`src/rtl/ntt_ctrl.sv`:
```
`default_nettype none
// ============================================================================
//  Module      : ntt_ctrl
//  Description : In-place NTT / inverse NTT address sequencer for a
//                single-cycle butterfly over a 2^LOGN word coefficient memory.
//  Revision    : 1.0 - initial release
// ============================================================================
module ntt_ctrl #(
    parameter int LOGN = 8,
    parameter int AW   = LOGN
) (
    input  logic                    clk_i,
    input  logic                    rstn_i,
    input  logic                    start_i,
    input  logic                    mode_i,
    input  logic                    mul_sel_i,
    output logic                    busy_o,
    output logic                    done_o,
    output logic [$clog2(LOGN)-1:0] stage_o,
    output logic                    rd_en_o,
    output logic [AW-1:0]           rd_addr_a_o,
    output logic [AW-1:0]           rd_addr_b_o,
    output logic [AW-1:0]           tw_addr_o,
    output logic                    wr_en_o,
    output logic [AW-1:0]           wr_addr_a_o,
    output logic [AW-1:0]           wr_addr_b_o,
    output logic                    sel_butterfly_o,
    output logic                    sel_mul_o
);

    localparam int c_sw = $clog2(LOGN);
    localparam int c_iw = LOGN - 1;

    localparam logic [c_sw:0]   c_top        = (c_sw + 1)'(LOGN - 1);
    localparam logic [c_sw-1:0] c_last_stage = c_sw'(LOGN - 1);
    localparam logic [c_iw-1:0] c_last_i     = {c_iw{1'b1}};
    localparam logic [AW-1:0]   c_one        = {{(AW-1){1'b0}}, 1'b1};
    localparam logic [AW-1:0]   c_nm1        = AW'((64'd1 << LOGN) - 64'd1);

    typedef enum logic [1:0] {
        S_IDLE = 2'd0,
        S_RUN  = 2'd1,
        S_GAP  = 2'd2,
        S_FIN  = 2'd3
    } state_t;

    state_t            r_state;
    logic [c_sw-1:0]   r_stage;
    logic [c_iw-1:0]   r_i;
    logic              r_busy;
    logic              r_done;
    logic              r_rd_en;
    logic [AW-1:0]     r_rd_a;
    logic [AW-1:0]     r_rd_b;
    logic [AW-1:0]     r_tw;
    logic              r_wr_en;
    logic [AW-1:0]     r_wr_a;
    logic [AW-1:0]     r_wr_b;
    logic              r_sel_bfly;
    logic              r_sel_mul;

    // Coordinates of the read that will be presented after the next edge
    logic [c_sw-1:0]   w_gen_stage;
    logic [c_iw-1:0]   w_gen_i;
    logic              w_gen_mode;

    logic [c_sw:0]     w_l;
    logic [AW-1:0]     w_i_ext;
    logic [AW-1:0]     w_len;
    logic [AW-1:0]     w_blk;
    logic [AW-1:0]     w_a;
    logic [AW-1:0]     w_b;
    logic [AW-1:0]     w_tw;

    always_comb begin
        w_gen_mode  = r_sel_bfly;
        w_gen_stage = r_stage;
        w_gen_i     = r_i + 1'b1;
        if ((r_state == S_IDLE) || (r_state == S_FIN)) begin
            w_gen_mode  = mode_i;
            w_gen_stage = '0;
            w_gen_i     = '0;
        end else if (r_state == S_GAP) begin
            w_gen_stage = (r_stage == c_last_stage) ? r_stage : r_stage + 1'b1;
            w_gen_i     = '0;
        end
    end

    // Forward halves the span each stage, inverse doubles it
    always_comb begin
        w_l     = w_gen_mode ? {1'b0, w_gen_stage} : (c_top - {1'b0, w_gen_stage});
        w_i_ext = {{(AW-c_iw){1'b0}}, w_gen_i};
        w_len   = c_one << w_l;
        w_blk   = w_i_ext >> w_l;
        w_a     = (w_blk << (w_l + 1'b1)) | (w_i_ext & (w_len - c_one));
        w_b     = w_a | w_len;
        // Inverse index 2^(LOGN-s)-1-blk: blk only occupies bits under the mask
        w_tw    = w_gen_mode ? ((c_nm1 >> w_gen_stage) ^ w_blk)
                             : ((c_one << w_gen_stage) | w_blk);
    end

    always_ff @(posedge clk_i) begin
        if (!rstn_i) begin
            r_state    <= S_IDLE;
            r_stage    <= '0;
            r_i        <= '0;
            r_busy     <= 1'b0;
            r_done     <= 1'b0;
            r_rd_en    <= 1'b0;
            r_rd_a     <= '0;
            r_rd_b     <= '0;
            r_tw       <= '0;
            r_wr_en    <= 1'b0;
            r_wr_a     <= '0;
            r_wr_b     <= '0;
            r_sel_bfly <= 1'b0;
            r_sel_mul  <= 1'b0;
        end else begin
            r_wr_en <= r_rd_en;
            r_wr_a  <= r_rd_a;
            r_wr_b  <= r_rd_b;
            r_done  <= 1'b0;
            case (r_state)
                S_IDLE, S_FIN: begin
                    if (start_i) begin
                        r_state    <= S_RUN;
                        r_busy     <= 1'b1;
                        r_stage    <= w_gen_stage;
                        r_i        <= w_gen_i;
                        r_sel_bfly <= mode_i;
                        r_sel_mul  <= mul_sel_i;
                        r_rd_en    <= 1'b1;
                        r_rd_a     <= w_a;
                        r_rd_b     <= w_b;
                        r_tw       <= w_tw;
                    end else begin
                        r_state <= S_IDLE;
                    end
                end
                S_RUN: begin
                    if (r_i == c_last_i) begin
                        r_state <= S_GAP;
                        r_rd_en <= 1'b0;
                    end else begin
                        r_i    <= w_gen_i;
                        r_rd_a <= w_a;
                        r_rd_b <= w_b;
                        r_tw   <= w_tw;
                    end
                end
                S_GAP: begin
                    if (r_stage == c_last_stage) begin
                        r_state <= S_FIN;
                        r_busy  <= 1'b0;
                        r_done  <= 1'b1;
                    end else begin
                        r_state <= S_RUN;
                        r_stage <= w_gen_stage;
                        r_i     <= w_gen_i;
                        r_rd_en <= 1'b1;
                        r_rd_a  <= w_a;
                        r_rd_b  <= w_b;
                        r_tw    <= w_tw;
                    end
                end
                default: r_state <= S_IDLE;
            endcase
        end
    end

    assign busy_o          = r_busy;
    assign done_o          = r_done;
    assign stage_o         = r_stage;
    assign rd_en_o         = r_rd_en;
    assign rd_addr_a_o     = r_rd_a;
    assign rd_addr_b_o     = r_rd_b;
    assign tw_addr_o       = r_tw;
    assign wr_en_o         = r_wr_en;
    assign wr_addr_a_o     = r_wr_a;
    assign wr_addr_b_o     = r_wr_b;
    assign sel_butterfly_o = r_sel_bfly;
    assign sel_mul_o       = r_sel_mul;

endmodule
`default_nettype wire

```
`config.mk`:
```
export PLATFORM = sky130hd
export DESIGN_NAME = ntt_ctrl
export DESIGN_NICKNAME = d
export VERILOG_FILES = /design/src/rtl/ntt_ctrl.sv
export SDC_FILE = /design/constraint.sdc
export NUM_CORES = 1
export LEC_CHECK = 0
export CORE_MARGIN = 1
export CORE_UTILIZATION = 48
export DETAILED_ROUTE_END_ITERATION = 7
export PLACE_DENSITY = 0.76
export SLEW_MARGIN = 20
export SYNTH_ARGS = -nofsm -noshare
export SYNTH_HDL_FRONTEND = slang
export SYNTH_SLANG_ARGS = --single-unit
export TNS_END_PERCENT = 20
```
`constraint.sdc`:
```
create_clock -name clk_i -period 3.3 [get_ports clk_i]
set_input_delay 0.33 -clock clk_i [delete_from_list [all_inputs] [get_ports clk_i]]
set_output_delay 0.33 -clock clk_i [all_outputs]
set_load 0.005 [all_outputs]
```
* Word-level counts from Yosys, hierarchy flattened
Cells that the tools add are included.
** Word-level totals
- Output and inout port bits :: 49
- Word-level logic and storage cells :: 87
- Input port bits :: 5
- Register bits after elaboration :: 58
** Operators by class
- Shift operators :: 5
- Mux-type cells :: 38
- Add/subtract/negate cells :: 5
- Eq/ne operators :: 10
- Reductions and logical operators :: 10
- Bitwise gates (word level) :: 5
** Operators by type and width (count)
- 8-bit two-way mux :: 10
- 8-bit one-hot mux with 3 select lines :: 3
- 7-bit two-way mux :: 5
- 8-bit OR :: 3
- 7-bit one-hot mux with 3 select lines :: 1
- 3-bit two-way mux :: 5
- 3-bit AND reduction :: 4
- 7-bit by 8-bit bitwise AND with 8-bit output :: 1
- 2-bit inequality test, second input constant :: 4
- 1-bit by 3-bit left shift with 8-bit output, first input constant :: 1
- 1-bit by 4-bit left shift with 8-bit output, first input constant :: 1
- 8-bit by 4-bit left shift with 8-bit output :: 1
- 7-bit by 4-bit >> shifter with 8-bit output :: 1
- 8-bit by 3-bit >> shifter with 8-bit output, first input constant :: 1
- 8-bit by 1-bit subtractor with 8-bit output, second input constant :: 1
- 8-bit bitwise XOR :: 1
- 7-bit by 1-bit adder with 7-bit output, second input constant :: 1
- 7-bit equality test, second input constant :: 1
- 1-bit two-way mux :: 7
- 2-bit one-hot mux with 3 select lines :: 1
- 3-bit one-hot mux with 2 select lines :: 1
- 4-bit by 1-bit adder with 4-bit output, second input constant :: 1
- 2-bit equality test, second input constant :: 2
- 2-bit two-way mux :: 2
- 13 further kinds :: 14

* Logic depth before layout (Yosys ltp)
Gate-level depths: netlist of run 1.
- Word-level depth :: 13
- Mapped depth :: 17
- Mapped depth without buffers :: 15

* Worst setup path after synthesis of run 1
OpenSTA, ideal clock, no wires.
- Path kind :: register to register
- Start point :: register r_state[0]
- End point :: register r_rd_b[6] (netlist: rd_addr_b_o[6])
- Arrival time :: 3246 ps
- Setup time :: 60 ps
- Period minus slack after synthesis :: 3307 ps
- Data required time :: 3240 ps
- Stages on the path, launching flop included :: 18
- Buffers on the path :: 2
- Path slack :: -7 ps
- Cell sequence :: dfxtp_1 > inv_1 > ha_1 > buf_2 > nand2b_1 > mux2i_4 > nand2_1 > and3_1 > clkbuf_1 > nor3_1 > inv_1 > ha_1 > nor2b_1 > or4_1 > nand3_1 > nor2_1 > a2bb2oi_1 > o221a_1
** Between the ends
- Longest elaborated chain between the ends :: 12
- Elaborated cells on any way between the ends :: 29
- Classes of those cells :: add/sub (3); eq/ne (6); shift (3); mux (10); bitwise (3); reduce/logical (4)
** Ends and longest elaborated chain
- start: declaration :: RTL line 47 : state_t r_state;
- start signal: assignment :: RTL line 104 : r_state <= S_IDLE;
- start signal: assignment :: RTL line 126 : r_state <= S_RUN;
- start signal: assignment :: RTL line 137 : r_state <= S_IDLE;
- 2-bit equality test (tied with other cells) :: RTL line 83, 123
- 3-bit two-way mux or 1-bit logical OR (tied branches) :: RTL line 83, 79
- 3-bit two-way mux :: RTL line 79 : if ((r_state == S_IDLE) || (r_state == S_FIN)) begin
- 3-bit by 3-bit subtractor with 4-bit output :: RTL line 91 : w_l = w_gen_mode ? {1'b0, w_gen_stage} : (c_top - {1'b0, w_gen_stage});
- 4-bit two-way mux :: RTL line 91
- 1-bit by 4-bit left shift with 8-bit output :: RTL line 93 : w_len = c_one << w_l;
- 8-bit by 1-bit subtractor with 8-bit output :: RTL line 95 : w_a = (w_blk << (w_l + 1'b1)) | (w_i_ext & (w_len - c_one));
- 7-bit by 8-bit bitwise AND with 8-bit output :: RTL line 95
- 8-bit OR :: RTL line 95
- 8-bit OR :: RTL line 96 : w_b = w_a | w_len;
- 8-bit two-way mux (on tied branches) :: RTL line 152, 125, 141
- 8-bit one-hot mux with 3 select lines :: RTL line 123 : case (r_state)
- end signal: assignment :: RTL line 134 : r_rd_b <= w_b;
- end signal: assignment :: RTL line 147 : r_rd_b <= w_b;
- end signal: assignment :: RTL line 162 : r_rd_b <= w_b;
- end: declaration :: RTL line 54 : logic [AW-1:0] r_rd_b;
Several ways; a longest one is shown, not always the timed one. The select of a mux whose other input is x is not followed.
A chain may end at the register's enable or synchronous reset.

* Final worst setup path of run 1
- Start point :: register r_state[1]
- End point :: register r_rd_b[6] (netlist: rd_addr_b_o[6])
Same word-level chain as after synthesis.

==> results of run 1 <==
==> kinds of logic after synthesis <==
family,Yosys count,share of synthesized area (%)
xor gates and xnor gates,10,3.21
DFF,58,35.0
muxes,16,5.59
buffers and inverters,37,4.68
adders and majority gates,7,2.64
and+or+nand+nor,146,23.0
AOI/OAI and AO/OA,121,25.9
==> synthesized netlist by cell type, types with 3 or more instances <==
| library cell | instances | area share [%] |
|---|---|---|
| sky130_fd_sc_hd__a21boi_0 | 4 | 0.91 |
| sky130_fd_sc_hd__a21oi_1 | 26 | 3.9 |
| sky130_fd_sc_hd__a221oi_1 | 3 | 0.79 |
| sky130_fd_sc_hd__a22oi_1 | 3 | 0.68 |
| sky130_fd_sc_hd__a31oi_1 | 11 | 2.1 |
| sky130_fd_sc_hd__and2_1 | 25 | 4.7 |
| sky130_fd_sc_hd__and3_1 | 4 | 0.76 |
| sky130_fd_sc_hd__buf_1 | 3 | 0.34 |
| sky130_fd_sc_hd__buf_2 | 7 | 1.1 |
| sky130_fd_sc_hd__clkbuf_1 | 15 | 1.7 |
| sky130_fd_sc_hd__dfxtp_1 | 58 | 35 |
| sky130_fd_sc_hd__ha_1 | 7 | 2.6 |
| sky130_fd_sc_hd__inv_1 | 9 | 1.0 |
| sky130_fd_sc_hd__mux2_2 | 3 | 1.0 |
| sky130_fd_sc_hd__mux2i_1 | 10 | 3.0 |
| sky130_fd_sc_hd__nand2_1 | 34 | 3.9 |
| sky130_fd_sc_hd__nand2b_1 | 7 | 1.3 |
| sky130_fd_sc_hd__nand3_1 | 14 | 2.1 |
| sky130_fd_sc_hd__nand4_1 | 3 | 0.57 |
| sky130_fd_sc_hd__nor2_1 | 23 | 2.6 |
| sky130_fd_sc_hd__nor2b_1 | 11 | 2.1 |
| sky130_fd_sc_hd__nor3_1 | 9 | 1.4 |
| sky130_fd_sc_hd__o2111ai_1 | 3 | 0.79 |
| sky130_fd_sc_hd__o211a_1 | 7 | 2.1 |
| sky130_fd_sc_hd__o211ai_1 | 4 | 0.91 |
| sky130_fd_sc_hd__o21ai_0 | 26 | 3.9 |
| sky130_fd_sc_hd__o221a_1 | 3 | 1.0 |
| sky130_fd_sc_hd__or2_2 | 3 | 0.57 |
| sky130_fd_sc_hd__or3_1 | 5 | 0.94 |
| sky130_fd_sc_hd__xnor2_1 | 4 | 1.1 |
| sky130_fd_sc_hd__xor2_1 | 5 | 1.3 |
==> final cells by class <==
type / instances / area (sq um)
Clock buffer: 11 / 141
Multi-Input combinational cell: 300 / 2040
Timing Repair Buffer: 91 / 816
Fill cell: 541 / 2150
Clock inverter: 5 / 53.8
Sequential cell: 58 / 1160
Inverter: 11 / 41.3
Tap cell: 77 / 96.3
==> metal layers <==
metal	part of all wire, %	GRT usage, %	routed length [um]	vias up
li1	-	-	-	1591
met1	43	31.6	4010	1551
met2	48	44.4	4440	115
met3	4.6	4.28	430	43
met4	4.6	14.3	431	0
met5	0	0	0	-
==> power by group through the flow <==
stage / clock network [W] / logic (W) / registers [W]
6_report: 0.000654 / 0.000451 / 0.000782
5_1_grt: 0.000685 / 0.000490 / 0.000788
4_1_cts: 0.000663 / 0.000441 / 0.000782
3_5_place_dp: 0 / 0.000438 / 0.000798
3_3_place_gp: 0 / 0.000436 / 0.000795
2_1_floorplan: 0 / 0.000243 / 0.000799
==> sequential cells by signal (all words and copies together), names as in the netlist <==
register and count:
r_i 7, wr_addr_a_o 8, rd_addr_b_o 8, wr_addr_b_o 8, rd_en_o 1, stage_o 3, sel_mul_o 1, done_o 1
rd_addr_a_o 8, tw_addr_o 8, wr_en_o 1, sel_butterfly_o 1, busy_o 1, r_state 2
==> how the worst max path moves through the flow <==
stage,from,endpoint,depth (start not counted)
after global placement,stage_o[0],rd_addr_b_o[6],14
after detailed placement,stage_o[0],rd_addr_b_o[6],14
after global routing,r_state[1],rd_addr_b_o[6],14
final,r_state[1],rd_addr_b_o[6],14
after floorplan,r_state[0],rd_addr_b_o[6],17
after CTS,r_state[0],rd_addr_b_o[6],15
==> per-stage QoR <==
step	total power, W	hold slack (ns)	area, sq um	setup TNS (ns)
6_report	0.00189	0.463	4350	0
3_5_place_dp	0.00124	0.458	4090	0
2_1_floorplan	0.00104	0.460	3320	0
4_1_cts	0.00189	0.467	4280	0
3_3_place_gp	0.00123	0.455	4090	0
5_1_grt	0.00196	0.501	4350	-0.0373
==> worst max-delay path: stages (launching register included) <==
cell	delay [ns]
sky130_fd_sc_hd__dfxtp_1	0.40
sky130_fd_sc_hd__ha_4	0.16
sky130_fd_sc_hd__a21boi_4	0.32
sky130_fd_sc_hd__mux2i_2	0.27
sky130_fd_sc_hd__nand3_1	0.12
sky130_fd_sc_hd__and3_1	0.22
sky130_fd_sc_hd__nor3_2	0.19
sky130_fd_sc_hd__inv_1	0.07
sky130_fd_sc_hd__ha_1	0.23
sky130_fd_sc_hd__nor2b_1	0.15
sky130_fd_sc_hd__or4_1	0.42
sky130_fd_sc_hd__nand3_2	0.11
sky130_fd_sc_hd__nor2_1	0.06
sky130_fd_sc_hd__a2bb2oi_2	0.15
sky130_fd_sc_hd__o221a_1	0.18
==> timing repair <==
action	4_1_cts	5_1_grt
setup endpoints to repair	0	5
resized for setup	0	8
buffers inserted	0	4
==> impl_metrics.json, run 1 <==
{
  "outcome": "finished, final reports clean",
  "clock_tree.root_cell": "sky130_fd_sc_hd__clkbuf_8",
  "nets": 483,
  "grt.total_usage_pct": 26.2,
  "max_frequency_mhz": 321,
  "final_max_slew_viol_count": 0,
  "worst_r2r_endpoint": "rd_addr_b_o[6]",
  "post-route-util_pct": 66.9,
  "timing_hold_violations_final": 0,
  "min_path_cells": 2,
  "vias": 3300,
  "antenna_found_initial": 0,
  "postLayoutSetupSlackWorst_ns": 0.182,
  "timing.critical_path.required_ns": 3.58,
  "part_of_the_yosys_area_used_for_sequential_elements_pct": 35.0,
  "finClkSkew_ns": 0.0144,
  "worst_hold_startpoint": "sel_mul_o",
  "cts_max_level": 3,
  "drtPass1Iterations": 4,
  "yosys_reg_bits": 58,
  "clkSlewWorstSetupHoldPaths_ns": 0.07,
  "rows": 29,
  "rrSetupSlack_ns": 0.18,
  "avgViaCountPerCell": 5.97,
  "first_iter_violations": 265,
  "setup.worst_path.start_class": "flip-flop",
  "r2r-start": "r_state[1]",
  "placement.setup.worst_slack_ns": 0.0539,
  "detail_route.wirelength_um": 9310,
  "cts.sinks": 58,
  "synth.avg_cell_area_sq_um": 8.39,
  "worst_ir_drop_vdd_mv": 0.228,
  "pin_count_of_the_biggest_net_entering_global_routing": 59,
  "critical_path_class": "flip-flop to flip-flop",
  "dpl.cell_count": 533,
  "final_min_period_over_clock_period_pct": 94.5,
  "tritoncts": "yes",
  "async_flop_share_pct": 0,
  "number_of_synthesized_flops_with_an_enable_pin": 0,
  "slew_headroom_pct": 62.0,
  "worstHoldPathType": "flip-flop to flip-flop",
  "syn-cell-area_sq_um": 3310,
  "area.growth.synth_to_final_pct": 31.2,
  "tightest_slew_ns": 0.562,
  "detailed_place_hpwl_um": 6930,
  "count_of_antenna_violating_nets_left_after_detailed_routing": 0,
  "gp_congestion": 0.964,
  "drc": 0,
  "mostFrequentLayoutCell": "sky130_fd_sc_hd__dfxtp_1",
  "design.core.area_sq_um": 6490,
  "p_clk_share_pct": 34.7,
  "hold_end": "sel_mul_o",
  "power_switching_w": 0.000550,
  "antenna_cells_inserted": 0,
  "grt_pass1_vias": 3033,
  "grt_overflow": 0,
  "critical_path_peak_fanout": 6,
  "synthFlopType": "sky130_fd_sc_hd__dfxtp_1",
  "layout_min_cycle_time_ns": 3.12,
  "clock_tree.buffer_depth": 2,
  "worst_r2r_path_depth": 14,
  "yosysWarningCount": 0,
  "internal_power_w": 0.00134,
  "mostFrequentLayoutCells": "58 x sky130_fd_sc_hd__dfxtp_1, 53 x sky130_fd_sc_hd__clkdlybuf4s50_1, 38 x sky130_fd_sc_hd__buf_4",
  "die_area_sq_um": 7240,
  "number_of_primary_i_o_pins": 54,
  "port_buffers": 53,
  "cts_buffers": 9,
  "finalSetupViolations": 0,
  "critical_path_arrival_ns": 3.39,
  "die_y_extent_um": 85.1,
  "power_leakage_nw": 1.72,
  "cts_hold_repair.buffers": 0,
  "nets_in_the_synthesized_netlist": 407,
  "initial_core_util_pct": 51.0,
  "final-instance-count-excl-fill": 553,
  "pwr_density_cell_nw_per_um2": 434,
  "final_layout_size_suffix_gt1_share_pct": 17.2,
  "switching_share_pct": 29.1,
  "end_kind": "flip-flop",
  "insertion_delay_ns": 0.34,
  "avgRoutedWirePerCell_um": 16.8,
  "die_w_um": 85.1,
  "synth.lib_cells_used.distinct": 69,
  "power.sequential.fraction_pct": 41.4,
  "drv.max_cap_violation_count": 0,
  "power.share.combinational_pct": 23.9,
  "postSynthCellCount": 395,
  "grt_pass1_wl_um": 14800
}
Power figures use the tool's default switching activity.
==> run 2: changes to the inputs <==
Settings changed: CORE_UTILIZATION 48 to 55, PLACE_DENSITY 0.76 to 0.82, SKIP_CTS_REPAIR_TIMING from default to 1.
Clock period 3.3 ns to 3.7 ns, I/O delays scaled along.
==> run 2 against run 1 <==
- count of clock-buffer cells in the layout stayed put
- final cell count is 4.0% lower
- design area is 3.3% lower
- sequential share of layout area is 0.91 points higher
- flip-flop and latch count stayed put
- fmax is 8.7% lower
- critical path depth is 1 lower
- core utilization is 7.6 points higher
- first-iteration DRC count is 3.0% higher
- register-to-register slack better by 0.10 ns
- die area is 12% lower
- worst hold slack better by 0.017 ns
- critical path type unchanged
- largest power group unchanged
==> impl_metrics.json, run 2 (synthesis results as in run 1) <==
{
  "first_iter_violations": 273,
  "final_max_slew_viol_count": 0,
  "clock_tree.buffer_depth": 2,
  "nets": 466,
  "worst_hold_startpoint": "rd_addr_a_o[3]",
  "final_layout_size_suffix_gt1_share_pct": 13.1,
  "slew_headroom_pct": 34.8,
  "finalSetupViolations": 0,
  "vias": 3262,
  "detailed_place_hpwl_um": 6950,
  "worst_r2r_path_depth": 13,
  "antenna_cells_inserted": 0,
  "drtPass1Iterations": 5,
  "grt_pass1_vias": 3082,
  "placement.cell_area_sq_um": 3980,
  "clkSlewWorstSetupHoldPaths_ns": 0.07,
  "rows": 27,
  "drc": 0,
  "initial_core_util_pct": 58.7,
  "outcome": "finished, final reports clean",
  "layout_min_cycle_time_ns": 3.41,
  "final_min_period_over_clock_period_pct": 92.3,
  "worst_ir_drop_vdd_mv": 0.359,
  "cpPeakStageDelay_ns": 0.40,
  "rrSetupSlack_ns": 0.29,
  "die_area_sq_um": 6340,
  "crit_chain": "ha_1, a21boi_2, buf_4, mux2i_1, nand2_1, o32a_1, ha_1, nor2b_1, or4_1, nand3_1, nor2_1, a2bb2oi_1, o221a_1",
  "mostFrequentLayoutCell": "sky130_fd_sc_hd__dfxtp_1",
  "fillCellCount": 432,
  "tritoncts": "yes",
  "timing.critical_path.required_ns": 3.99,
  "postLayoutSetupSlackWorst_ns": 0.286,
  "end_kind": "flip-flop",
  "grt_pass1_wl_um": 15200,
  "pin_count_of_the_biggest_net_entering_global_routing": 35,
  "area.growth.synth_to_final_pct": 26.9,
  "die_y_extent_um": 79.6,
  "grt_overflow": 0,
  "timing.hold.ws_ns": 0.479,
  "critical_path_peak_fanout": 7,
  "clock_tree.root_cell": "sky130_fd_sc_hd__clkbuf_8",
  "port_buffers": 53,
  "pwr_density_cell_nw_per_um2": 415,
  "critical_path_class": "flip-flop to flip-flop",
  "avgRoutedWirePerCell_um": 17.7,
  "number_of_primary_i_o_pins": 54,
  "gp_congestion": 0.995,
  "setup.worst_path.start_class": "flip-flop",
  "cts.sinks": 58,
  "timing_hold_violations_final": 0,
  "cts_buffers": 9,
  "hold_end": "wr_addr_a_o[3]",
  "power_leakage_nw": 1.64,
  "die_w_um": 79.6,
  "multi_input_area_sq_um": 2000,
  "antenna_found_initial": 0,
  "finClkSkew_ns": 0.00509,
  "postLayoutCellArea_sq_um": 4200,
  "critical_path_arrival_ns": 3.70,
  "critical-path-slowest-cell": "sky130_fd_sc_hd__or4_1",
  "worstHoldPathType": "flip-flop to flip-flop",
  "ff_latch_area_sq_um": 1160,
  "count_of_antenna_violating_nets_left_after_detailed_routing": 0,
  "r2r-start": "stage_o[0]",
  "cp_common_cell": "sky130_fd_sc_hd__ha_1",
  "cts_max_level": 3,
  "avgViaCountPerCell": 6.14,
  "detail_route.wirelength_um": 9380,
  "post-route-util_pct": 74.5,
  "drv.max_cap_violation_count": 0,
  "final.setup.tns_ns": 0,
  "insertion_delay_ns": 0.34,
  "tightest_slew_ns": 0.975,
  "grt.total_usage_pct": 31.2,
  "design.core.area_sq_um": 5640,
  "mostFrequentLayoutCells": "58 x sky130_fd_sc_hd__dfxtp_1, 53 x sky130_fd_sc_hd__clkdlybuf4s50_1, 34 x sky130_fd_sc_hd__nand2_1",
  "min_path_cells": 1,
  "placement.setup.worst_slack_ns": 0.237,
  "max_frequency_mhz": 293,
  "worst_r2r_endpoint": "rd_addr_b_o[6]",
  "grt_setup_unrepaired": "false"
}
[run 2: worst max-delay path by stage]
stage	cells past startpoint	to	startpoint	slack (ns)
after CTS	15	rd_addr_b_o[6]	r_state[0]	0.18
after detailed placement	15	rd_addr_b_o[6]	r_state[0]	0.24
after floorplan	17	rd_addr_b_o[6]	r_state[0]	0.39
after global routing	15	rd_addr_b_o[6]	r_state[0]	0.05
final	13	rd_addr_b_o[6]	stage_o[0]	0.29
after global placement	15	rd_addr_b_o[6]	r_state[0]	0.37
[run 2: cell type report]
type	instances	share of cell area, %
clock buffers	11	3.36
clock inverters	5	1.85
inverters	11	0.982
multi-input cells	300	47.7
flip-flops and latches	58	27.6
well taps	72	2.14
repair buffers	74	16.4
[run 2: through the flow]
stage / power, W / instances
global route: 0.00181 / 531
global placement: 0.00109 / 515
CTS: 0.00174 / 531
floorplan: 0.000928 / 395
finish: 0.00174 / 531
detailed placement: 0.00109 / 515
[run 2: power by group]
part | switching [W] | internal (W) | total [W]
registers | 0.0000292 | 0.000671 | 0.000701
logic | 0.000206 | 0.000184 | 0.000389
clock network | 0.000259 | 0.000395 | 0.000654
[run 2: per-layer routing]
layer,up-vias,global-route usage (%),wire length (um)
li1,1563,-,-
met1,1520,36.5,3990
met2,138,52.7,4510
met3,41,7.20,503
met4,0,16.4,372
met5,-,0,0
[run 2: critical path, delay by kind of cell (launching register included)]
kind	cells	cell delay [ns]
AOI/OAI and AO/OA	4	1.21
and+or+nand+nor	5	0.83
adders and majority gates	2	0.51
DFF	1	0.31
muxes	1	0.26
buffers and inverters	1	0.23
